[config.mk]
export PLATFORM = sky130hd
export DESIGN_NAME = tx_block_drain
export DESIGN_NICKNAME = d
export VERILOG_FILES = /design/src/rtl/tx_block_drain_pkg.sv /design/src/rtl/tx_block_drain_serializer.sv /design/src/rtl/tx_block_drain.sv
export SDC_FILE = /design/constraint.sdc
export NUM_CORES = 1
export LEC_CHECK = 0
export ABC_AREA = 1
export ABC_CLOCK_PERIOD_IN_PS = 5570
export CAP_MARGIN = 20
export CORE_MARGIN = 3
export CORE_UTILIZATION = 55
export CTS_CLUSTER_DIAMETER = 60
export DETAILED_ROUTE_END_ITERATION = 10
export PLACE_DENSITY = 0.88
export RECOVER_POWER = 100
export SYNTH_ARGS = -nofsm -noshare
export SYNTH_HDL_FRONTEND = slang
export SYNTH_HIERARCHICAL = 1
export SYNTH_SLANG_ARGS = --single-unit
[constraint.sdc]
create_clock -name clk -period 5.57 [get_ports clk]
set_clock_uncertainty 0.2 [all_clocks]
set_input_delay 1.3925 -clock clk [delete_from_list [all_inputs] [get_ports clk]]
set_output_delay 1.3925 -clock clk [all_outputs]
set_load 0.02 [all_outputs]
[src/rtl/tx_block_drain_pkg.sv]
// Shared crypto-datapath definitions used by the transmit drain.
package tx_block_drain_pkg;

  localparam int BLOCK_W = 64;
  localparam int BYTE_W  = 8;

  typedef enum logic [1:0] {
    IDLE = 2'd0,
    POP  = 2'd1,
    LOAD = 2'd2,
    SEND = 2'd3
  } tx_drain_state_t;

endpackage

[src/rtl/tx_block_drain_serializer.sv]
// Shift register plus byte index: loads a block, presents its MSB byte and
// shifts one byte per accepted transfer.
module block_serializer #(
  parameter int DATA_W = 64,
  parameter int BYTE_W = 8
) (
  input  logic              clk,
  input  logic              n_reset,
  input  logic              clr,
  input  logic              load,
  input  logic              shift,
  input  logic [DATA_W-1:0] din,
  output logic [BYTE_W-1:0] dout,
  output logic              last
);

  localparam int NB    = DATA_W / BYTE_W;
  localparam int IDX_W = (NB > 1) ? $clog2(NB) : 1;
  localparam logic [IDX_W-1:0] IDX_LAST = IDX_W'(NB - 1);

  logic [DATA_W-1:0] shreg;
  logic [IDX_W-1:0]  idx;

  // clr only rewinds the index; the stale shift contents are never shown
  // because the next block always passes through a load first.
  always_ff @(posedge clk) begin
    if (!n_reset) begin
      shreg <= '0;
      idx   <= '0;
    end else if (clr) begin
      idx <= '0;
    end else if (load) begin
      shreg <= din;
      idx   <= '0;
    end else if (shift) begin
      shreg <= shreg << BYTE_W;
      idx   <= idx + IDX_W'(1);
    end
  end

  assign dout = shreg[DATA_W-1 -: BYTE_W];
  assign last = (idx == IDX_LAST);

endmodule

[src/rtl/tx_block_drain.sv]
// Transmit drain: pops 64-bit blocks from the Tx FIFO and streams them MSB
// byte first over a valid/ready byte interface, counting completed blocks.
module tx_block_drain #(
  parameter int DATA_W = 64,
  parameter int BYTE_W = 8,
  parameter int CNT_W  = 16
) (
  input  logic              clk,
  input  logic              n_reset,
  input  logic              emptyTx,
  input  logic [DATA_W-1:0] tx_rdata,
  output logic              tx_deq,
  input  logic              flush,
  input  logic              out_ready,
  output logic              out_valid,
  output logic [BYTE_W-1:0] out_byte,
  output logic              out_last,
  output logic              busy,
  output logic [CNT_W-1:0]  blk_count
);

  import tx_block_drain_pkg::*;

  tx_drain_state_t   state;
  tx_drain_state_t   state_nxt;
  logic              ser_last;
  logic [BYTE_W-1:0] ser_byte;
  logic              hs;
  logic              blk_done;

  assign hs       = (state == SEND) && out_ready;
  assign blk_done = hs && ser_last;

  always_comb begin
    state_nxt = state;
    case (state)
      IDLE:    if (!emptyTx) state_nxt = POP;
      POP:     state_nxt = LOAD;
      LOAD:    state_nxt = SEND;
      SEND:    if (blk_done) state_nxt = emptyTx ? IDLE : POP;
      default: state_nxt = IDLE;
    endcase
    if (flush) state_nxt = IDLE;
  end

  // A block whose final byte is accepted still counts even if flush hits
  // in the same cycle.
  always_ff @(posedge clk) begin
    if (!n_reset) begin
      state     <= IDLE;
      blk_count <= '0;
    end else begin
      state <= state_nxt;
      if (blk_done) blk_count <= blk_count + CNT_W'(1);
    end
  end

  block_serializer #(
    .DATA_W (DATA_W),
    .BYTE_W (BYTE_W)
  ) u_ser (
    .clk     (clk),
    .n_reset (n_reset),
    .clr     (flush),
    .load    (state == LOAD),
    .shift   (hs),
    .din     (tx_rdata),
    .dout    (ser_byte),
    .last    (ser_last)
  );

  assign tx_deq    = (state == POP);
  assign out_valid = (state == SEND);
  assign out_last  = out_valid && ser_last;
  assign out_byte  = out_valid ? ser_byte : '0;
  assign busy      = (state != IDLE);

endmodule
==> results.json, run 1 <==
{
  "status": "finished, violations left",
  "violations": "max-capacitance violations, max-slew violations",
  "io_buffer_count": 96,
  "grt_overflow_total": 0,
  "critical_path.startpoint_type": "input pin",
  "cts_max_level": 3,
  "hold_path_class": "reg -> reg",
  "netSwitchingPower_mw": 0.2962,
  "power.internal_mw": 0.9218,
  "fmax_mhz": 222.2,
  "rsz0062_at_grt": "no",
  "vias": 4744,
  "crit_arrival_ns": 4.58,
  "fillCellCount": 684,
  "antenna_found_initial": 0,
  "crit_fanout": 56,
  "maxSlewViolCount": 99,
  "async_flop_share": 0,
  "grt_use_total": 0.2371,
  "wl_mm": 11.61,
  "areaGrowthSynthToFinish_pct": 23.18,
  "worstReg2RegEnd": "u_ser/shreg[23]$_SDFFE_PN0P_",
  "core_um2": 7928,
  "die_height_um": 97.55,
  "worstHoldEndpoint": "u_ser/idx[2]$_SDFFE_PP0P_",
  "hold_buffers": 0,
  "worstRegToRegCells": 7,
  "wl_per_cell_um": 12.93,
  "grt_max_degree": 65,
  "synth_seq_cells": 85,
  "drc_errors": 0,
  "leakage_nw": 3.003,
  "die_w_um": 97.55,
  "yosysTopAreaCell": "dfxtp_1",
  "fin_crit_sh": 0.8078,
  "num_rows": 32,
  "worst-setup-path-type": "in -> reg",
  "hpwl_mm": 7.608,
  "grt_pass1_wl_mm": 19.15,
  "antenna_cells": 0,
  "relSlewSlack": -0.6616,
  "place.gp.congestion": 0.8418,
  "start_util": 0.5814,
  "cts_resized": 0,
  "p_seq_frac": 0.521,
  "cts_buffer_depth": 2,
  "whs_path_depth": 2,
  "cap_violations": 2,
  "synth-edff-count": 0,
  "crit_required_ns": 5.65,
  "netlist.area_leader.share": 0.3692,
  "clk_pin_slew_ns": 0.08,
  "worstMarginPinSlew_ns": 2.492,
  "min_period_ns": 4.500,
  "r2r_start": "state[0]$_SDFFE_PP0P_",
  "hold_start": "u_ser/idx[2]$_SDFFE_PP0P_",
  "power.density_nw_per_um2": 214.5,
  "end_kind": "flop",
  "yosysWarnings": 6,
  "drtAntennaViolNets": 0,
  "nets": 871,
  "clockPowerShare": 0.343,
  "r2r_slack_ns": 1.81,
  "ys.flop_type": "dfxtp_1",
  "synth.area.top_cells": "dfxtp_1 (37%), nand2_1 (23%), nor2_1 (11%)",
  "firstDrtPassIters": 5,
  "vdd_drop_max_mv": 0.1210,
  "viasPerCell": 5.283,
  "die-area_um2": 9515,
  "syn-cell-area_um2": 4609,
  "clock_latency_ns": 0.35,
  "synth_most_common_cell": "nand2_1",
  "whs_ns": 0.2876,
  "synthTopCellsByCount": "nand2_1 (282), nor2_1 (139), dfxtp_1 (85)",
  "finalHoldViolCount": 0,
  "clock-sinks": 85,
  "comb_power_share": 0.136,
  "place_area_um2": 5503,
  "dr.first_iter.drc_count": 297,
  "fin_area_um2": 5678,
  "post_cts_buffers": 0,
  "ys_types": 27,
  "layout-drive-gt1-share": 0.03392,
  "setup_viol_count_final": 0,
  "synth_seq_area_share": 0.3692,
  "synthCells": 728,
  "setup_tns_ns": 0,
  "p_sw_frac": 0.2432,
  "first_global_vias": 4356,
  "cts_tree": "done",
  "syn_nets": 806,
  "io_pins": 97,
  "cts_root_buffer": "clkbuf_8",
  "postSynthAreaPerCell_um2": 6.332,
  "cts_buffers": 9
}
-- worst max-delay path by stage --
stage | start | slack, ns | depth (start not counted) | endpoint
2_1_floorplan | state[0]$_SDFFE_PP0P_ | 2.99 | 4 | out_byte[0]
3_3_place_gp | out_ready | 1.91 | 7 | u_ser/shreg[47]$_SDFFE_PN0P_
3_5_place_dp | out_ready | 1.82 | 7 | u_ser/shreg[55]$_SDFFE_PN0P_
4_1_cts | state[0]$_SDFFE_PP0P_ | 1.82 | 4 | out_last
5_1_grt | out_ready | 0.82 | 7 | u_ser/shreg[55]$_SDFFE_PN0P_
6_report | out_ready | 1.07 | 7 | u_ser/shreg[23]$_SDFFE_PN0P_
-- kinds of logic after synthesis --
family                     Yosys count  share of synthesized area
and+or+nand+nor                    516                     0.4845
xor gates and xnor gates             1                   0.001900
AOI/OAI and AO/OA                   27                    0.03095
adders and majority gates            9                    0.02443
buffers and inverters               90                    0.08904
DFF                                 85                     0.3692
-- per-stage QoR --
| stage | setup slack (ns) | power [mW] | instances | util |
|---|---|---|---|---|
| floorplan | 2.986 | 0.7436 | 728 | - |
| global placement | 1.909 | 0.8067 | 882 | 0.6916 |
| detailed placement | 1.824 | 0.8113 | 883 | 0.6941 |
| CTS | 1.819 | 1.226 | 897 | 0.7169 |
| global route | 0.8208 | 1.278 | 898 | 0.7162 |
| finish | 1.070 | 1.218 | 898 | 0.7162 |
-- power groups by stage --
stage | Sequential [mW] | Clock [mW] | Combinational (mW)
2_1_floorplan | 0.646 | 0 | 0.0980
3_3_place_gp | 0.648 | 0 | 0.159
3_5_place_dp | 0.648 | 0 | 0.163
4_1_cts | 0.635 | 0.426 | 0.165
5_1_grt | 0.637 | 0.457 | 0.184
6_report | 0.635 | 0.418 | 0.166
-- flip-flops by register name (all words and copies together) (netlist names) --
signal,flops
blk_count,16
u_ser/idx,3
u_ser/shreg,64
state,2
-- layout by cell type, fill, tap and decap left out --
master and count:
clkbuf_1 5, nor2_2 1, clkdlybuf4s50_1 66, bufinv_16 1
clkinv_2 1, ha_2 1, dlygate4sd3_1 29, buf_4 1
nand4_1 5, nor2_1 139, ha_1 8, and3_1 1
buf_12 2, o211ai_1 1, nand2_2 4, nor3_1 5
nand3b_1 56, inv_1 41, or2_2 1, o21a_1 1
inv_2 2, a21oi_1 18, o21ai_0 6, clkbuf_8 10
dfxtp_1 85, a211oi_1 1, nor2_4 3, nand3_1 20
nand2_1 281, xnor2_1 1
-- per-layer routing --
metal / wire [um] / track usage / up-vias
li1: - / - / 2369
met1: 4742 / 0.2784 / 2170
met2: 5918 / 0.4280 / 176
met3: 712 / 0.04882 / 29
met4: 238 / 0.07774 / 0
met5: 0 / 0 / -
-- critical path, cell delays in order --
cell and delay, ns:
dlygate4sd3_1 0.59, nand2_1 0.08, inv_1 0.11, o21ai_0 0.21, clkbuf_1 1.79, nor2_1 0.16
nor2_1 0.21
-- cell type report --
class / count / area (um2) / area share
inverter: 43 / 161.4 / 0.02843
multi-input combinational: 553 / 2497 / 0.4398
sequential: 85 / 1702 / 0.2997
tap: 102 / 127.6 / 0.02248
clock inverter: 2 / 35.03 / 0.006170
timing repair buffer: 101 / 1010 / 0.1778
clock buffer: 12 / 145.1 / 0.02556
Note: power is estimated with default switching activity, not from simulation.
==> run 2: changes to the inputs <==
- ABC_CLOCK_PERIOD_IN_PS: 5570 -> 3600
- CORE_UTILIZATION: 55 -> 47
- PLACE_DENSITY: 0.88 -> 0.8
- clock period: 5.57 -> 3.6 ns (I/O delays scaled with it)
==> run 2 against run 1 <==
The flow still finishes with violations (max-capacitance violations, max-slew violations); sequential share of layout area down 0.49 points; worst hold slack worse by 0.0072 ns; setup slack worse by 0.77 ns; critical path depth down 3; via count down 2.4%; clock power up 70%.
==> results.json, run 2 (synthesis results as in run 1) <==
{
  "p_sw_frac": 0.2444,
  "whs_ns": 0.2803,
  "end_kind": "primary output",
  "cts_buffers": 9,
  "core_um2": 9371,
  "power.density_nw_per_um2": 337.6,
  "rsz0062_at_grt": "no",
  "min_period_ns": 3.299,
  "violations": "max-capacitance violations, max-slew violations",
  "drc_errors": 0,
  "maxSlewViolCount": 35,
  "comb_power_share": 0.132,
  "clock-sinks": 85,
  "worstMarginPinSlew_ns": 1.676,
  "cp_num_buf_inv": 2,
  "relSlewSlack": -0.1173,
  "areaGrowthSynthToFinish_pct": 25.22,
  "cts_root_buffer": "clkbuf_8",
  "clock_latency_ns": 0.35,
  "hold_path_class": "reg -> reg",
  "die-area_um2": 11030,
  "hpwl_mm": 7.820,
  "grt_use_total": 0.2083,
  "first_global_vias": 4392,
  "vdd_drop_max_mv": 0.1525,
  "grt_overflow_total": 0,
  "place.gp.congestion": 0.8694,
  "fmax_mhz": 303.1,
  "crit_required_ns": 2.50,
  "fin_crit_sh": 0.9165,
  "top_register": "u_ser/shreg",
  "finalHoldViolCount": 0,
  "cap_violations": 1,
  "path_cells": "ha_1 -> nand2_1 -> inv_1 -> dlygate4sd3_1",
  "firstDrtPassIters": 5,
  "hold_buffers": 0,
  "antenna_cells": 0,
  "path_delay_family": "buffers and inverters",
  "drtAntennaViolNets": 0,
  "die_height_um": 105.0,
  "netSwitchingPower_mw": 0.4762,
  "leakage_nw": 3.026,
  "layout-drive-gt1-share": 0.04255,
  "dr.first_iter.drc_count": 221,
  "die_w_um": 105.0,
  "viasPerCell": 4.991,
  "fin_area_um2": 5772,
  "io_pins": 97,
  "wl_per_cell_um": 12.34,
  "layout_commonest_cell": "nand2_1",
  "slowest_stage": "dlygate4sd3_1",
  "cts_max_level": 3,
  "place_area_um2": 5577,
  "cts_resized": 0,
  "wl_mm": 11.45,
  "crit_arrival_ns": 2.20,
  "setup_viol_count_final": 0,
  "critical_path.startpoint_type": "flop",
  "p_seq_frac": 0.504,
  "vias": 4632,
  "status": "finished, violations left",
  "io_buffer_count": 96,
  "power.internal_mw": 1.472,
  "start_util": 0.4919,
  "reg_top3": "u_ser/shreg x64, blk_count x16, u_ser/idx x3",
  "layout_common_cells": "nand2_1 (282), nor2_1 (139), dfxtp_1 (85), clkdlybuf4s50_1 (66), nand3b_1 (56)",
  "grt_max_degree": 58,
  "cts_buffer_depth": 2,
  "critPathMaxStageDelay_ns": 0.67,
  "grt_pass1_wl_mm": 19.35,
  "nets": 872,
  "largest_register_ffs": 64,
  "antenna_found_initial": 0,
  "setup_tns_ns": 0,
  "num_rows": 35,
  "crit_fanout": 13,
  "cts_tree": "done",
  "clk_pin_slew_ns": 0.09,
  "post_cts_buffers": 0,
  "worst-setup-path-type": "reg -> out",
  "clockPowerShare": 0.364
}
run 2: cell types whose count changed in the layout (fill, tap and decap cells not counted):
cell        change
o21ai_4         +1
clkinvlp_4      +1
nand3_2         +1
nand2_2         -1
nand3_1         -1
clkbuf_1        -3
nand2_1         +1
clkbuf_4        +1
o21ai_0         -1
clkbuf_8        +2
buf_4           +2
run 2: cell type report:
| cell class | count | area, um2 |
|---|---|---|
| Inverter | 43 | 161.4 |
| Tap cell | 129 | 161.4 |
| Sequential cell | 85 | 1702 |
| Timing Repair Buffer | 102 | 1025 |
| Multi-Input combinational cell | 553 | 2511 |
| Fill cell | 931 | 3600 |
| Clock buffer | 13 | 168.9 |
| Clock inverter | 3 | 42.54 |
run 2: final timing paths:
check	start	depth (start not counted)	end	slack, ns
setup / recovery	state[0]$_SDFFE_PP0P_	4	out_last	0.30
hold / removal	u_ser/idx[1]$_SDFFE_PP0P_	2	u_ser/idx[1]$_SDFFE_PP0P_	0.28
setup reg to reg	state[0]$_SDFFE_PP0P_	8	u_ser/shreg[37]$_SDFFE_PN0P_	0.61
hold reg to reg	u_ser/idx[1]$_SDFFE_PP0P_	2	u_ser/idx[1]$_SDFFE_PP0P_	0.28
run 2: metal layers:
layer / vias up / global-route usage / part of all wire
met5: - / 0 / 0
met4: 0 / 0.08435 / 0.020
met3: 24 / 0.03027 / 0.053
met2: 137 / 0.3676 / 0.49
met1: 2106 / 0.2532 / 0.44
li1: 2365 / - / -
run 2: per-stage QoR:
stage	total power, mW	instances	setup slack (ns)	utilization
4_1_cts	1.968	928	0.3353	0.6176
6_report	1.948	928	0.3007	0.6159
2_1_floorplan	1.151	728	1.509	-
3_3_place_gp	1.254	912	0.7253	0.5951
3_5_place_dp	1.260	912	0.6667	0.5951
5_1_grt	2.027	928	0.1442	0.6159
run 2: worst register-to-register path: stages, from the launching register on:
cell,delay (ns)
dfxtp_1,0.43
ha_1,0.48
nand2_1,0.09
inv_1,0.22
nand2_1,0.53
clkbuf_4,0.56
nand3b_1,0.21
nand2_1,0.07
nor2_1,0.14
run 2: power groups by stage:
stage          logic [mW]  clock network (mW)  registers [mW]
6_report            0.257               0.710           0.981
5_1_grt             0.289               0.753           0.985
4_1_cts             0.259               0.727           0.981
3_5_place_dp        0.257                   0            1.00
3_3_place_gp        0.252                   0            1.00
2_1_floorplan       0.152                   0           0.999
